File: src/rtl/fetch_pkg.sv
// Shared types and constants for the fetch stage.
package fetch_pkg;

   localparam int unsigned INST_W        = 32;
   localparam logic [31:0] RESET_PC_DFLT = 32'hbfc0_0000;
   localparam logic [INST_W-1:0] INST_NOP = 32'h0000_0000;

   typedef enum logic [1:0] {
      S_IDLE = 2'd0,
      S_REQ  = 2'd1,
      S_WAIT = 2'd2
   } fs_state_e;

endpackage

File: src/rtl/fs_out_slot.sv
// One-entry fetch output register toward decode: valid/allowin handshake with flush and load.
module fs_out_slot
   import fetch_pkg::*;
#(
   parameter int unsigned ADDR_W = 32
)
(
   input  logic              clk,
   input  logic              rst,
   input  logic              i_flush,
   input  logic              i_load,
   input  logic [ADDR_W-1:0] i_load_pc,
   input  logic [INST_W-1:0] i_load_inst,
   input  logic              i_load_adel,
   input  logic              i_allowin,
   output logic              o_valid,
   output logic [ADDR_W-1:0] o_pc,
   output logic [INST_W-1:0] o_inst,
   output logic              o_adel
);

   logic              r_valid;
   logic [ADDR_W-1:0] r_pc;
   logic [INST_W-1:0] r_inst;
   logic              r_adel;

   // Flush beats both refill and consume; payload only moves on a load.
   always_ff @(posedge clk or posedge rst) begin
      if (rst) begin
         r_valid <= 1'b0;
         r_pc    <= '0;
         r_inst  <= INST_NOP;
         r_adel  <= 1'b0;
      end else begin
         if (i_flush) begin
            r_valid <= 1'b0;
         end else if (i_load) begin
            r_valid <= 1'b1;
         end else if (i_allowin) begin
            r_valid <= 1'b0;
         end
         if (i_load && !i_flush) begin
            r_pc   <= i_load_pc;
            r_inst <= i_load_inst;
            r_adel <= i_load_adel;
         end
      end
   end

   assign o_valid = r_valid;
   assign o_pc    = r_pc;
   assign o_inst  = r_inst;
   assign o_adel  = r_adel;

endmodule

File: src/rtl/fetch_ctrl.sv
// Fetch-stage sequencer: owns the PC, drives the instruction SRAM handshake,
// applies redirects and cancels stale in-flight fetches.
module fetch_ctrl
   import fetch_pkg::*;
#(
   parameter int unsigned        ADDR_W   = 32,
   parameter logic [ADDR_W-1:0]  RESET_PC = ADDR_W'(RESET_PC_DFLT)
)
(
   input  logic              clk,
   input  logic              rst,
   input  logic              br_valid,
   input  logic [ADDR_W-1:0] br_target,
   input  logic              ex_valid,
   input  logic [ADDR_W-1:0] ex_target,
   output logic              inst_req,
   output logic [ADDR_W-1:0] inst_addr,
   input  logic              inst_addr_ok,
   input  logic              inst_data_ok,
   input  logic [INST_W-1:0] inst_rdata,
   input  logic              ds_allowin,
   output logic              fs_valid,
   output logic [ADDR_W-1:0] fs_pc,
   output logic [INST_W-1:0] fs_inst,
   output logic              fs_adel
);

   fs_state_e         r_state, w_state_nxt;
   logic [ADDR_W-1:0] r_pc, w_pc_nxt;
   logic [ADDR_W-1:0] r_req_pc, w_req_pc_nxt;
   logic [ADDR_W-1:0] r_pend_tgt, w_pend_tgt_nxt;
   logic              r_cancel, w_cancel_nxt;
   logic              r_redir_pend, w_redir_pend_nxt;
   logic              r_req_held, w_req_held_nxt;

   logic              w_redir;
   logic [ADDR_W-1:0] w_target;
   logic              w_slot_free;
   logic              w_aligned;
   logic              w_req;

   logic              w_load;
   logic [ADDR_W-1:0] w_load_pc;
   logic [INST_W-1:0] w_load_inst;
   logic              w_load_adel;

   assign w_redir     = ex_valid | br_valid;
   assign w_target    = ex_valid ? ex_target : br_target;
   assign w_slot_free = !fs_valid || ds_allowin;
   assign w_aligned   = (r_pc[1:0] == 2'b00);

   // A request once raised stays up until accepted, regardless of decode backpressure.
   assign w_req     = (r_state == S_REQ) && w_aligned && (r_req_held || w_slot_free);
   assign inst_req  = w_req;
   assign inst_addr = r_pc;

   always_ff @(posedge clk or posedge rst) begin
      if (rst) begin
         r_state      <= S_IDLE;
         r_pc         <= RESET_PC;
         r_req_pc     <= '0;
         r_pend_tgt   <= '0;
         r_cancel     <= 1'b0;
         r_redir_pend <= 1'b0;
         r_req_held   <= 1'b0;
      end else begin
         r_state      <= w_state_nxt;
         r_pc         <= w_pc_nxt;
         r_req_pc     <= w_req_pc_nxt;
         r_pend_tgt   <= w_pend_tgt_nxt;
         r_cancel     <= w_cancel_nxt;
         r_redir_pend <= w_redir_pend_nxt;
         r_req_held   <= w_req_held_nxt;
      end
   end

   always_comb begin
      w_state_nxt      = r_state;
      w_pc_nxt         = r_pc;
      w_req_pc_nxt     = r_req_pc;
      w_pend_tgt_nxt   = r_pend_tgt;
      w_cancel_nxt     = r_cancel;
      w_redir_pend_nxt = r_redir_pend;
      w_req_held_nxt   = 1'b0;
      w_load           = 1'b0;
      w_load_pc        = r_pc;
      w_load_inst      = INST_NOP;
      w_load_adel      = 1'b0;

      case (r_state)
         S_IDLE: begin
            w_state_nxt = S_REQ;
         end

         S_REQ: begin
            if (w_req) begin
               if (inst_addr_ok) begin
                  w_state_nxt      = S_WAIT;
                  w_req_pc_nxt     = r_pc;
                  w_redir_pend_nxt = 1'b0;
                  if (w_redir) begin
                     w_cancel_nxt = 1'b1;
                     w_pc_nxt     = w_target;
                  end else if (r_redir_pend) begin
                     w_cancel_nxt = 1'b1;
                     w_pc_nxt     = r_pend_tgt;
                  end else begin
                     w_pc_nxt = r_pc + ADDR_W'(4);
                  end
               end else begin
                  w_req_held_nxt = 1'b1;
                  if (w_redir) begin
                     w_redir_pend_nxt = 1'b1;
                     w_pend_tgt_nxt   = w_target;
                  end
               end
            end else if (w_redir) begin
               w_pc_nxt = w_target;
            end else if (!w_aligned && w_slot_free) begin
               // Misaligned PC: hand decode an address-error marker instead of fetching.
               w_load      = 1'b1;
               w_load_pc   = r_pc;
               w_load_inst = INST_NOP;
               w_load_adel = 1'b1;
            end
         end

         S_WAIT: begin
            if (w_redir) begin
               w_pc_nxt = w_target;
               if (inst_data_ok) begin
                  // Response already here: drop it now, nothing left to cancel.
                  w_cancel_nxt = 1'b0;
                  w_state_nxt  = S_REQ;
               end else begin
                  w_cancel_nxt = 1'b1;
               end
            end else if (inst_data_ok) begin
               w_state_nxt = S_REQ;
               if (r_cancel) begin
                  w_cancel_nxt = 1'b0;
               end else begin
                  w_load      = 1'b1;
                  w_load_pc   = r_req_pc;
                  w_load_inst = inst_rdata;
                  w_load_adel = 1'b0;
               end
            end
         end

         default: begin
            w_state_nxt = S_IDLE;
         end
      endcase
   end

   fs_out_slot #(
      .ADDR_W (ADDR_W)
   ) u_out_slot (
      .clk         (clk),
      .rst         (rst),
      .i_flush     (w_redir),
      .i_load      (w_load),
      .i_load_pc   (w_load_pc),
      .i_load_inst (w_load_inst),
      .i_load_adel (w_load_adel),
      .i_allowin   (ds_allowin),
      .o_valid     (fs_valid),
      .o_pc        (fs_pc),
      .o_inst      (fs_inst),
      .o_adel      (fs_adel)
   );

endmodule

File: config.mk
export PLATFORM = sky130hd
export DESIGN_NAME = fetch_ctrl
export DESIGN_NICKNAME = d
export VERILOG_FILES = /design/src/rtl/fetch_pkg.sv /design/src/rtl/fs_out_slot.sv /design/src/rtl/fetch_ctrl.sv
export SDC_FILE = /design/constraint.sdc
export NUM_CORES = 1
export LEC_CHECK = 0
export CORE_MARGIN = 3
export CORE_UTILIZATION = 45
export DETAILED_ROUTE_END_ITERATION = 7
export PLACE_DENSITY = 0.84
export SETUP_SLACK_MARGIN = 0.1
export SLEW_MARGIN = 20
export SYNTH_ARGS = -nofsm -noshare
export SYNTH_HDL_FRONTEND = slang
export SYNTH_SLANG_ARGS = --single-unit
File: constraint.sdc
create_clock -name clk -period 6.8 [get_ports clk]
set_clock_uncertainty 0.2 [all_clocks]
set_input_delay 2.04 -clock clk [delete_from_list [all_inputs] [get_ports clk]]
set_output_delay 2.04 -clock clk [all_outputs]
set_load 0.005 [all_outputs]
=== After elaboration in Yosys (flattened, before gate mapping) ===
Cells that the tools add are included.

* Output and inout bits: 99
* Logic and storage cells: 85
* Bits in registers: 167
* Bits of input ports: 103

* Bitwise gates (word level): 2
* Reductions and logical operators: 20
* Equal/unequal tests: 8
* Add/subtract/negate cells: 1
* Mux-type cells: 43

{| class="wikitable"
|+ Operators with widths
! cell !! number
|-
| two-way mux 32 bit || 14
|-
| one-hot mux 32 bit (2 select lines) || 1
|-
| adder 32 x 3 -> 32 bit, second input constant || 1
|-
| two-way mux 1 bit || 22
|-
| AND reduction 3 bit || 3
|-
| two-way mux 2 bit || 3
|-
| inequality test 2 bit, second input constant || 3
|-
| inequality test 3 x 2 -> 1 bit, second input constant || 2
|-
| one-hot mux 2 bit (3 select lines) || 1
|-
| AND reduction 5 bit || 1
|-
| logical AND 1 bit || 4
|-
| zero test 2 bit || 2
|-
| one-hot mux 1 bit (2 select lines) || 2
|-
| AND reduction 4 bit || 1
|-
| nonzero test 2 bit || 2
|-
| zero test 1 bit || 3
|-
| inequality test 3 bit, second input constant || 1
|-
| nonzero test 3 bit || 1
|-
| == test 2 x 1 -> 1 bit, second input constant || 1
|-
| == test 2 bit, second input constant || 1
|-
| logical OR 1 bit || 2
|-
| AND reduction 2 bit || 1
|-
| inverter 1 bit || 1
|-
| bitwise OR 1 bit || 1
|}

=== Longest topological paths before layout ===
* Word-level depth: 9
* Mapped depth: 10
* Depth with buffers taken out: 7

=== Hierarchy ===
A second synthesis with hierarchy kept.

* Cell total of the unflattened synthesis: 769
* Area total of the unflattened synthesis: 8747.1 sq um

{| class="wikitable"
|+ By module, submodules not included
! module !! seq. area each (sq um) !! instances !! area each (sq um) !! cells each
|-
| fetch_ctrl || 2538.7 || 1 || 6015.8 || 626
|-
| fs_out_slot || 1651.6 || 1 || 2731.4 || 143
|}

=== Worst setup path after synthesis ===
No wires, ideal clock.

* Kind: input-to-output
* Start point: input port ds_allowin
* End point: output port inst_req
* Data arrival time: 2686 ps
* Stages: 2
* Path slack: 1874 ps
* Required time: 4560 ps
* Path buffers: 0
* Cell sequence: nor3b_1 nor3_1

* Word-level cells in the longest chain between the ends: 3

{| class="wikitable"
|+ Ends and longest elaborated chain
! element !! RTL line !! source
|-
| start: declaration || fetch_ctrl.sv:21 || <nowiki>input logic ds_allowin,</nowiki>
|-
| logical OR 1 bit || fetch_ctrl.sv:49 || <nowiki>assign w_slot_free = !fs_valid || ds_allowin;</nowiki>
|-
| logical OR 1 bit || fetch_ctrl.sv:53 || <nowiki>assign w_req = (r_state == S_REQ) && w_aligned && (r_req_held || w_slot_free);</nowiki>
|-
| logical AND 1 bit || fetch_ctrl.sv:53 ||
|-
| end: declaration || fetch_ctrl.sv:16 || <nowiki>output logic inst_req,</nowiki>
|}

No other way between the ends.

=== Final worst setup path ===
Ends and elaborated chain as after synthesis.

==> key figures <==
Detailed routing
  – DRT Pass-1 Iters: 6
  – Routed len/inst: 18.55 um
  – Final wirelength: 23750 um
  – Antenna-violating nets left: 0
  – Vias: 7411
  – Vias per inst: 5.790
  – Initial drt markers: 879
  – Remaining DRCs: 0

Yosys
  – Sequential share of the synthesized area: 50.35%
  – Synth Area in Simple Gates: 18.00%
  – Ys Warns: 0
  – Dominant synthesized flop cell: dfrtp_1
  – Post-synthesis mux area share: 12.31%
  – Synth Area in Compound Gates: 14.93%
  – Avg Cell Area, Syn: 9.587 um^2
  – Post-synth ARST share: 100.0%
  – Main combinational cell family by area after synthesis: simple AND/OR/NAND/NOR gates
  – Distinct cells, synth: 66
  – Mapped Cells: 868
  – Post-synthesis adder-cell area fraction: 0.6014%
  – Flops & latches, synth: 167
  – Net count after synthesis: 975
  – Synth Cell Area: 0.008322 mm^2
  – XOR/XNOR Fraction of Synth Area: 0.3157%
  – Post-synth EDFFs: 0

Power and ir drop
  – Switching power: 1.618 mW
  – Net switching fraction of the power: 36.89%
  – Worst VDD drop: 209.5 uV
  – Reg power frac: 40.7%
  – Internal Power: 2.768 mW
  – Clock network power share: 22.2%
  – Logic pwr share: 37.1%
  – Power per Cell Area: 395.2 mW/mm^2
  – Leak Pwr: 4.993 nW
  – Tot Pwr: 4.385 mW

STA
  – Final WS setup: 0.7509 ns
  – Worst Tran Pin Value: 1.173 ns
  – Final hold violations: 0
  – Endpoints failing setup: 0
  – RSZ-0062 raised after global routing: no
  – Rel. slew slack: 21.09%
  – Period utilization: 88.96%
  – Setup TNS: 0 ns
  – Crit path time final: 6.049 ns
  – Fin. max-slew vios: 0
  – Achievable clock frequency: 165.3 MHz

Layout
  – Share of post-route cells with drive strength above 1: 9.800%
  – Fin util: 61.35%
  – Fillers: 1509
  – Area of the multi-input gates: 0.003865 mm^2
  – Most common cell after layout, fill and taps aside: clkdlybuf4s50_1
  – Ant diodes: 0
  – Final layout net count: 1145
  – Area growth from synthesis to layout: 33.33%
  – Storage cell area: 0.004190 mm^2
  – Most frequent cells in the layout: 200 x clkdlybuf4s50_1, 169 x nand2_1, 158 x dfrtp_1, 91 x o21ai_0, 63 x mux2i_1

Setup path
  – Crit end category: primary output
  – Most common cell on crit path: clkdlybuf4s50_1
  – Max stage delay on crit path: 0.61 ns
  – Startpoint types: primary input
  – Critical setup path kind: primary input to primary output
  – Slowest CP cell: nor3b_1
  – CP required: 4.56 ns
  – Max FO, Critical Path: 7
  – Critical Path, Cell by Cell: clkdlybuf4s50_1 > nor3b_1 > nor3_1 > clkdlybuf4s50_1
  – WP data arrival: 3.81 ns

Min path
  – Worst min path class: register to register

Placed design
  – Setup WS pre-CTS: 0.7681 ns
  – HPWL Detailed: 16550 um
  – Port bufs: 201
  – GPL Wtd Cong: 0.9409

Floorplan
  – Initial Util: 46.01%
  – Die Span Y: 142.0 um
  – Ports: 202
  – Die footprint: 0.02016 mm^2
  – Cell row count: 49
  – Die W: 142.0 um
  – Core Box Area: 0.01809 mm^2

Global routing
  – Met2 GRT Util: 35.70%
  – Gr busiest metal: met2
  – GRT met3 Usage: 3.965%
  – Antenna violations before repair: 0
  – GRT overflow: 0
  – First-pass GRT wire length: 37310 um
  – Met1 Use GR: 33.26%
  – Largest net degree at the start of global routing: 168
  – Total track usage: 23.06%
  – Number of global-route vias before repair: 7027

Run status
  – Status: complete, no violations

CTS
  – Post-CTS Setup Inserts: 0
  – Total CTS buffers: 17
  – Worst-path clk slew: 0.06 ns
  – H-tree depth: 4
  – Worst skew pair latency: 0.43 ns
  – CTS tree: built
  – Clock Tree Buf Depth: 2
  – Post-CTS Hold Buffers: 0
  – CTS root buf: clkbuf_16
  – Post-CTS resize count: 0
  – Clk sinks: 167

Run
  – Max Cap Viol: 0
[per-layer routing]
layer	part of all wire, %	up-vias
li1	-	3469
met1	44	3504
met2	46	385
met3	7.1	53
met4	2.6	0
met5	0	-
[final timing paths]
kind / slack [ns] / depth (start not counted) / startpoint / end
worst min-delay path: 0.26 / 2 / u_out_slot.o_inst[19] / u_out_slot.o_inst[19]
worst max register to register: 3.48 / 6 / inst_addr[2] / inst_addr[28]
worst max-delay path: 0.75 / 4 / ds_allowin / inst_req
worst min register to register: 0.26 / 2 / u_out_slot.o_inst[19] / u_out_slot.o_inst[19]
min in group asynchronous: 2.04 / 3 / rst / u_out_slot.o_pc[8]
max in group asynchronous: 3.75 / 3 / rst / r_req_held
[final cells by class]
type                            count  area share [%]
Sequential cell                   167           37.77
Multi-Input combinational cell    626           34.83
Timing Repair Buffer              212           18.98
Clock buffer                       21           4.240
Tap cell                          229           2.582
Clock inverter                     11           1.094
Inverter                           14          0.5074
[sequential cells by signal, summed over array words and instances, names as in the netlist, 2 cells and up]
signal and flops:
inst_addr 32, r_pend_tgt 32, r_state 2, u_out_slot.o_inst 32, u_out_slot.o_pc 32, r_req_pc 32
[synth_stat cells (all sizes together), types with 5 or more instances]
cell    number  share of area (%)
nand2      170                7.7
dfrtp      158                 48
o21ai       91                5.5
mux2i       63                7.6
clkbuf      46                2.1
nand3       46                2.8
mux2        35                4.7
nor2        35                1.6
a21oi       21                1.3
nor3        19                1.1
buf         15               0.77
inv         14               0.63
nand4       10               0.93
o221ai      10                1.1
dfstp        9                2.8
a22oi        8               0.72
nor4         8               0.68
nand2b       7               0.53
and3         6               0.45
and2         5               0.38
o211ai       5               0.45
o31ai        5               0.45
or3          5               0.39
[cell families after synthesis]
| kind of cell | after synthesis |
|---|---|
| simple gates | 328 |
| flops | 167 |
| fa+ha+maj | 4 |
| compound gates | 193 |
| buf+inv | 75 |
| mux | 98 |
| xor+xnor | 3 |
[power by group through the flow]
stage | Clock, mW | Combinational (mW) | Sequential (mW)
after floorplan | 0 | 0.931 | 1.64
after global placement | 0 | 1.56 | 1.76
after detailed placement | 0 | 1.62 | 1.78
after CTS | 0.985 | 1.63 | 1.77
after global routing | 1.03 | 1.77 | 1.83
final | 0.975 | 1.63 | 1.78
[worst max-delay path: cells and delay by family]
family / cells / cell delay [ns]
buf+inv: 2 / 0.96
simple gates: 2 / 0.81
[through the flow]
step           cell area, um^2  hold slack [ns]  cells
3_5_place_dp             10500           0.2546   1248
6_report                 11100           0.2635   1280
2_1_floorplan             8325           0.2413    868
5_1_grt                  11100           0.2809   1280
3_3_place_gp             10490           0.2480   1247
4_1_cts                  11100           0.2688   1280
Power figures use the tool's default switching activity.
